## src/rtl/fifo_rd_streamer.sv

```systemverilog
// FIFO read-side streamer: 2-entry skid buffer, 2-cycle read-to-valid latency, 1 beat/cycle; holds m_valid/m_data under backpressure.
// Optional STREAM_LAST_EN adds m_last from a PKT_LEN-beat packet counter.
module fifo_rd_streamer #(
    parameter int WIDTH     = 8,
    parameter int CNT_WIDTH = 16
`ifdef STREAM_LAST_EN
    ,
    parameter int PKT_LEN   = 4
`endif
) (
    input  logic                 rclk,
    input  logic                 rrst_n,
    input  logic                 flush,
    input  logic                 fifo_empty,
    input  logic [WIDTH-1:0]     fifo_rdata,
    output logic                 fifo_read_en,
    output logic                 m_valid,
    input  logic                 m_ready,
    output logic [WIDTH-1:0]     m_data,
    output logic [CNT_WIDTH-1:0] beat_count
`ifdef STREAM_LAST_EN
    ,
    output logic                 m_last
`endif
);

    logic [WIDTH-1:0]     buf_q [2];
    logic [WIDTH-1:0]     buf_d [2];
    logic [1:0]           count_q, count_d;
    logic                 inflight_q, inflight_d;
    logic                 wr_ptr_q, wr_ptr_d;
    logic                 rd_ptr_q, rd_ptr_d;
    logic [CNT_WIDTH-1:0] beat_count_q, beat_count_d;
    logic                 pop;
    logic                 capture;
    logic [1:0]           occupancy;

    assign m_valid    = (count_q != 2'd0);
    assign m_data     = buf_q[rd_ptr_q];
    assign beat_count = beat_count_q;

    always_comb begin
        pop       = m_valid && m_ready;
        // Data for a read issued just before a flush belongs to the discarded stream.
        capture   = inflight_q && !flush;
        occupancy = count_q + {1'b0, inflight_q};
        fifo_read_en = rrst_n && !fifo_empty && !flush && ((occupancy < 2'd2) || pop);

        buf_d = buf_q;
        if (capture) begin
            buf_d[wr_ptr_q] = fifo_rdata;
        end

        inflight_d = fifo_read_en;
        if (flush) begin
            count_d  = 2'd0;
            wr_ptr_d = 1'b0;
            rd_ptr_d = 1'b0;
        end else begin
            count_d  = count_q + {1'b0, capture} - {1'b0, pop};
            wr_ptr_d = wr_ptr_q ^ capture;
            rd_ptr_d = rd_ptr_q ^ pop;
        end

        beat_count_d = beat_count_q;
        if (pop && (beat_count_q != {CNT_WIDTH{1'b1}})) begin
            beat_count_d = beat_count_q + 1'b1;
        end
    end

    always_ff @(posedge rclk or negedge rrst_n) begin
        if (!rrst_n) begin
            buf_q        <= '{default: '0};
            count_q      <= 2'd0;
            inflight_q   <= 1'b0;
            wr_ptr_q     <= 1'b0;
            rd_ptr_q     <= 1'b0;
            beat_count_q <= '0;
        end else begin
            buf_q        <= buf_d;
            count_q      <= count_d;
            inflight_q   <= inflight_d;
            wr_ptr_q     <= wr_ptr_d;
            rd_ptr_q     <= rd_ptr_d;
            beat_count_q <= beat_count_d;
        end
    end

`ifdef STREAM_LAST_EN
    localparam int PW = (PKT_LEN > 1) ? $clog2(PKT_LEN) : 1;
    localparam logic [PW-1:0] PKT_LAST = PW'(PKT_LEN - 1);

    logic [PW-1:0] pkt_cnt_q, pkt_cnt_d;

    always_comb begin
        pkt_cnt_d = pkt_cnt_q;
        if (flush) begin
            pkt_cnt_d = '0;
        end else if (pop) begin
            pkt_cnt_d = (pkt_cnt_q == PKT_LAST) ? '0 : pkt_cnt_q + 1'b1;
        end
    end

    always_ff @(posedge rclk or negedge rrst_n) begin
        if (!rrst_n) begin
            pkt_cnt_q <= '0;
        end else begin
            pkt_cnt_q <= pkt_cnt_d;
        end
    end

    // Gated by m_valid so an idle stream never shows a stray last flag.
    assign m_last = m_valid && (pkt_cnt_q == PKT_LAST);
`endif

endmodule

```

## config.mk

```make
export PLATFORM = sky130hd
export DESIGN_NAME = fifo_rd_streamer
export DESIGN_NICKNAME = d
export VERILOG_FILES = /design/src/rtl/fifo_rd_streamer.sv
export SDC_FILE = /design/constraint.sdc
export NUM_CORES = 1
export LEC_CHECK = 0
export ABC_AREA = 1
export BUFFER_PORTS_ARGS = -buffer_cell sky130_fd_sc_hd__buf_2
export CELL_PAD_IN_SITES_DETAIL_PLACEMENT = 1
export CELL_PAD_IN_SITES_GLOBAL_PLACEMENT = 2
export CORE_MARGIN = 2
export CORE_UTILIZATION = 31
export DETAILED_ROUTE_END_ITERATION = 12
export PLACE_DENSITY_LB_ADDON = 0.1
export SYNTH_ARGS = -nofsm -noshare
export SYNTH_HDL_FRONTEND = slang
export SYNTH_SLANG_ARGS = --single-unit
export TNS_END_PERCENT = 30
```

## constraint.sdc

```tcl
create_clock -name rclk -period 2.1 [get_ports rclk]
set_input_delay 0.21 -clock rclk [delete_from_list [all_inputs] [get_ports rclk]]
set_output_delay 0.21 -clock rclk [all_outputs]
set_load 0.05 [all_outputs]
```

==> results.md, run 1 <==
- Antenna cells: 0
- Vias in the first global route: 1687
- Worst EP required: 1890 ps
- Sequential share of the synthesized area: 46.4%
- Io pins: 39
- Gr ovfl total: 0
- Commonest non-fill, non-tap cell in the layout: nand2_1
- Clk sink count: 37
- Final Non-Filler Cells: 368
- PwrDens: 1220 nW/µm²
- Crit. End Element: output pin
- Worst slew margin: 65.1%
- R2R Path Start: beat_count[0]
- VDD IR max: 723 µV
- Main synth FF type: dfrtp_1
- Placed Instances: 360
- CP Class: reg -> out
- Mean Syn Cell Area: 8.04 µm²
- Worst r2r path cells: 9
- Yosys cell types: 22
- Final GP Congestion: 0.757
- Root Buffer: clkbuf_8
- Largest cells by area after synthesis: dfrtp_1 (46%), nand2_1 (14%), inv_1 (5.8%)
- Initial antenna violation count: 0
- WP data arrival: 1500 ps
- Setup Viol. Count Final: 0
- Final period utilization: 81.3%
- Layout filler cell count: 787
- H-tree levels: 2
- # nets final: 307
- Largest net degree at the start of global routing: 38
- All-Layer GR Usage: 14.0%
- Min cycle time layout: 1710 ps
- Status: finished with violations
- Commonest cells after routing, fill and taps aside: nand2_1 (76), buf_2 (38), dfrtp_1 (37)
- Fin Setup TNS: 0 ps
- Clock Latency Late Sink: 290 ps
- Highest Clock Rate: 0.586 GHz
- Final Skew: 4.29 ps
- Flops & latches, synth: 37
- Post-synth top area cell: dfrtp_1
- Detailed Routing Iterations Pass 1: 4
- Hold/Removal Path Class: in -> async
- RSZ-0062 raised after global routing: false
- Worst-path clk slew: 80 ps
- Routed wire per std cell: 12.6 µm
- Crit Path Max Fanout: 8
- Async S/R FF share, synth: 100%
- CTS hold repair buffers: 0
- CP Launch Type: register
- Worst Tran Pin Value: 523 ps
- CTS Buffer Depth: 2
- Post-DP HPWL: 3480 µm
- Reg2Reg Setup Slack: 400 ps
- Antenna Violating Nets Remaining: 0
- Die W: 84.2 µm
- Post_cts resized: 0
- Drt via density: 4.66
- Worst Setup SP: count_q[1]
- # rows: 29
- Post-Syn Instances: 248
- Static Leakage: 1.18 nW
- Netlist area before placement: 1990 µm²
- Core Box Area: 6280 µm²
- Die extent in y: 84.2 µm
- Yosys top cell area share: 46.4%
- CTS Buf Count: 5
- DRC: 0
- First-pass GRT wire length: 8020 µm
- Crit Reg-Reg Endpoint: beat_count[2]
- Port bufs: 38
- Drt total wl: 4630 µm
- Syn_nets: 265
- Initial core utilization: 31.8%
- Setup Buffers After CTS: 0
- Share of layout cells above drive strength 1: 26.1%
- EDFF count, synth: 0
- P&R area growth vs syn: 19.6%
- Vias: 1716
- Max Cap Viol: 0
- 1st-iter DRT viols: 43
- Hold WS: -19.6 ps
- Final Hold Vio Count: 37
- Die area: 7090 µm²
- Yosys Warn Count: 0
- CTS tree: yes
- Failing checks: hold timing
- Final Slew Violations: 0
==> report_power, final <==
part	leakage, nW	internal [mW]	switching (mW)
registers	0.481	0.883	0.154
logic	0.640	0.294	0.935
clock network	0.0574	0.386	0.266
==> sequential cells by signal, summed over array words and instances (netlist names) <==
signal / flops
beat_count: 16
buf_q: 16
count_q: 2
wr_ptr_q: 1
inflight_q: 1
rd_ptr_q: 1
==> cell usage after synthesis (3+ instances only) <==
| cell type | count |
|---|---|
| nand4_1 | 7 |
| a21oi_1 | 4 |
| dfrtp_1 | 37 |
| mux2_2 | 8 |
| nand2_2 | 4 |
| nor2_2 | 7 |
| o21ai_1 | 5 |
| ha_1 | 4 |
| nand3_1 | 8 |
| nor2_4 | 4 |
| clkbuf_1 | 3 |
| o21ai_0 | 22 |
| inv_2 | 4 |
| inv_1 | 31 |
| nand2_1 | 76 |
| nor2_1 | 15 |
==> per-layer routing <==
| metal | vias to the layer above | part of all wire (%) | track usage [%] |
|---|---|---|---|
| met5 | - | 0 | 0 |
| met4 | 0 | 1.0 | 3.96 |
| met3 | 5 | 3.6 | 3.24 |
| met2 | 24 | 45 | 21.8 |
| met1 | 828 | 50 | 19.7 |
| li1 | 859 | - | - |
==> metrics by stage <==
| step | utilization, % | area (µm²) | hold slack (ps) | power, mW | setup slack, ps |
|---|---|---|---|---|---|
| 2_1_floorplan | - | 1990 | -85.6 | 1.99 | 161 |
| 3_3_place_gp | 36.1 | 2270 | 322 | 2.30 | 417 |
| 3_5_place_dp | 36.1 | 2270 | 322 | 2.31 | 396 |
| 4_1_cts | 38.0 | 2390 | 1.16 | 2.98 | 357 |
| 5_1_grt | 38.0 | 2390 | 15.0 | 3.12 | 201 |
| 6_report | 38.0 | 2390 | -19.6 | 2.92 | 393 |
==> logic make-up after synthesis <==
| logic type | synth area share (%) |
|---|---|
| simple gates | 29.3 |
| buf+inv | 7.72 |
| flops | 46.4 |
| compound gates | 7.78 |
| mux | 4.52 |
| xor+xnor | 1.76 |
| fa+ha+maj | 2.51 |
==> area by class of cell <==
| class | instances | area (µm²) | share of cell area (%) |
|---|---|---|---|
| flip-flops and latches | 37 | 926 | 38.8 |
| multi-input cells | 172 | 915 | 38.3 |
| repair buffers | 39 | 198 | 8.29 |
| inverters | 35 | 131 | 5.51 |
| well taps | 77 | 96.3 | 4.04 |
| clock buffers | 6 | 82.6 | 3.46 |
| clock inverters | 2 | 37.5 | 1.57 |
==> worst max path at each step <==
| stage | to | slack (ps) | cells after the start |
|---|---|---|---|
| floorplan | m_data[5] | 160 | 2 |
| global placement | beat_count[2] | 420 | 9 |
| detailed placement | beat_count[2] | 400 | 9 |
| CTS | fifo_read_en | 360 | 5 |
| global route | beat_count[2] | 200 | 9 |
| finish | fifo_read_en | 390 | 5 |
==> worst max-delay path, stage by stage (launching register included) <==
cell and delay [ps]:
dfrtp_1 430, nor2_2 100, nor2_8 160, nor2_1 60
a21oi_1 170, buf_2 290
Note: power is estimated with default switching activity, not from simulation.
==> inputs of run 2 (changes only) <==
CORE_UTILIZATION = 28   (was 31)
clock period = 1.5 ns   (was 2.1 ns; I/O delays follow)
==> run 2 against run 1 <==
  * The run ends with setup timing left
  * Setup slack lost 420 ps
  * Clock skew decreased by 2.2 ps
  * Sequential share of layout area decreased by 4.7 points
  * Global-route usage up 0.37 points
  * Count of clock-buffer cells in the layout did not move
  * Critical endpoint unchanged
  * Sequential power increased by 38%
==> results.md, run 2 (same netlist as run 1, synthesis figures left out) <==
- Crit. End Element: output pin
- CTS tree: yes
- CP Launch Type: register
- Largest stage delay, worst path: 420 ps (about the same)
- Drt total wl: 5190 µm (+12%)
- H-tree levels: 2 (unchanged)
- Post-DP HPWL: 3770 µm (+8.5%)
- Int Pwr: 2.53 mW (+62%)
- Final Skew: 2.13 ps (-2.16 ps)
- Reg2Reg Setup Slack: 20 ps (-380 ps)
- Hold WS: 75.7 ps (+95.3 ps)
- Initial core utilization: 29.2% (-2.6 points)
- Power share of the combinational group: 49.7% (+7.6 points)
- Critical-path cell list: buf_6, a21oi_4, nor2_4, a21oi_2, buf_6
- Detailed Routing Iterations Pass 1: 4 (unchanged)
- CP Class: reg -> out
- Clk network pwr share: 19.2% (-3.2 points)
- Antenna Violating Nets Remaining: 0 (unchanged)
- Worst EP required: 1350 ps (-540 ps)
- Psw: 2.07 mW (+53%)
- First-pass GRT wire length: 8730 µm (+8.8%)
- Clock Latency Late Sink: 300 ps (about the same)
- Commonest non-fill, non-tap cell in the layout: nand2_1
- Worst Tran Pin Value: 496 ps (-27.7 ps)
- Status: finished with violations
- P&R area growth vs syn: 38.0%
- 1st-iter DRT viols: 51 (+19%)
- RSZ-0062 raised after global routing: true
- Power Total: 4.59 mW (+57%)
- CTS Buffer Depth: 2 (unchanged)
- Max Cap Viol: 0 (unchanged)
- Final period utilization: 102%
- Slowest-stage cell, CP: dfrtp_1
- CP Buf/Inv Count: 2 (+1)
- DRC: 0 (unchanged)
- Final GP Congestion: 0.723 (-4.4%)
- Clk sink count: 37 (unchanged)
- Commonest cells after routing, fill and taps aside: nand2_1 (74), inv_1 (31), buf_2 (29)
- Crit-path leading delay family: flip-flops
- Switching portion of total power: 45.0% (-1.4 points)
- Die W: 88.4 µm (+5.0%)
- Most frequent CP cell: buf_6
- Worst slew margin: 67.0% (+1.8 points)
- Hold/Removal Path Class: in -> reg
- CTS Buf Count: 5 (unchanged)
- Vias in the first global route: 1760 (+4.3%)
- PwrDens: 1670 nW/µm² (+37%)
- Antenna cells: 0 (unchanged)
- Initial antenna violation count: 0 (unchanged)
- Gr ovfl total: 0 (unchanged)
- Largest net degree at the start of global routing: 38 (unchanged)
- WP data arrival: 1380 ps (-120 ps)
- Sequential share of power: 31.0% (-4.5 points)
- All-Layer GR Usage: 14.4% (+0.37 points)
- Min cycle time layout: 1530 ps
- Drt via density: 4.39 (-5.8%)
- Die area: 7810 µm² (+10%)
- Final Hold Vio Count: 0 (-100%)
- Routed wire per std cell: 12.6 µm (+0.49%)
- VDD IR max: 924 µV (+28%)
- Root Buffer: clkbuf_8
- Die extent in y: 88.4 µm (+5.0%)
- Final Slew Violations: 0 (unchanged)
- Placed Instances: 392 (+8.9%)
- Port bufs: 38 (unchanged)
- Vias: 1805 (+5.2%)
- # rows: 30 (+3.4%)
- Share of layout cells above drive strength 1: 37.8% (+12 points)
- PnR worst setup slack: -30.0 ps (-423 ps)
- Crit Path Max Fanout: 3 (-5)
- Final Non-Filler Cells: 411 (+12%)
- Worst-path clk slew: 80 ps (about the same)
- Failing checks: setup timing
- Io pins: 39 (unchanged)
- # nets final: 331 (+7.8%)
- Core Box Area: 6830 µm² (+8.8%)
- Highest Clock Rate: 0.654 GHz
- Static Leakage: 1.31 nW (+11%)
- Setup Viol. Count Final: 1 (+1)
## run 2: power by group through the flow
stage	Sequential [mW]	Combinational, mW	Clock [mW]
final	1.43	2.28	0.884
after global routing	1.47	2.50	0.955
after CTS	1.47	2.03	0.920
after detailed placement	1.47	1.90	0
after global placement	1.46	1.88	0
after floorplan	1.72	1.10	0
## run 2: cell type report
type / instances / area, µm²
clock inverter: 2 / 38.8
clock buffer: 6 / 72.6
inverter: 35 / 134
multi-input combinational: 172 / 988
tap: 96 / 120
sequential: 37 / 938
fill: 878 / 4080
timing repair buffer: 63 / 459
## run 2: per-stage QoR
stage | setup TNS, ps | instance area, µm² | utilization [%] | setup WS (ps)
finish | -30.0 | 2750 | 40.3 | -30.0
global route | -465 | 2750 | 40.3 | -104
CTS | -60.4 | 2620 | 38.4 | -60.4
detailed placement | -20.3 | 2430 | 35.6 | -10.8
global placement | 0 | 2430 | 35.6 | 6.27
floorplan | -2190 | 2020 | - | -379
## run 2: repair_timing
item / CTS / global route
setup endpoints to repair: 20 / 25
resized for setup: 15 / 30
hold endpoints to repair: 37 / 0
gates cloned: 0 / 0
setup buffers: 3 / 7
hold buffers: 1 / 0
pin swaps: 3 / 7
## run 2: worst reg2reg max path: cells and delay by family, from the launching register on
kind,cells,cell delay [ps]
adders and majority gates,1,230
and+or+nand+nor,1,140
AOI/OAI and AO/OA,2,190
buffers and inverters,1,90
xor gates and xnor gates,2,330
DFF,1,420
## run 2: final timing paths
path	startpoint	end	depth (start not counted)
min in group asynchronous	rrst_n	beat_count[10]	3
setup reg to reg	inflight_q	count_q[1]	7
hold / removal	fifo_rdata[1]	buf_q[9]	3
max in group asynchronous	rrst_n	beat_count[5]	3
hold reg to reg	buf_q[2]	buf_q[2]	1
setup / recovery	count_q[1]	fifo_read_en	5
## run 2: metal layers
metal / track usage [%] / vias to the layer above / routed length [µm]
li1: - / 916 / -
met1: 21.0 / 856 / 2560
met2: 21.6 / 28 / 2380
met3: 3.36 / 5 / 197
met4: 3.72 / 0 / 57
met5: 0 / - / 0
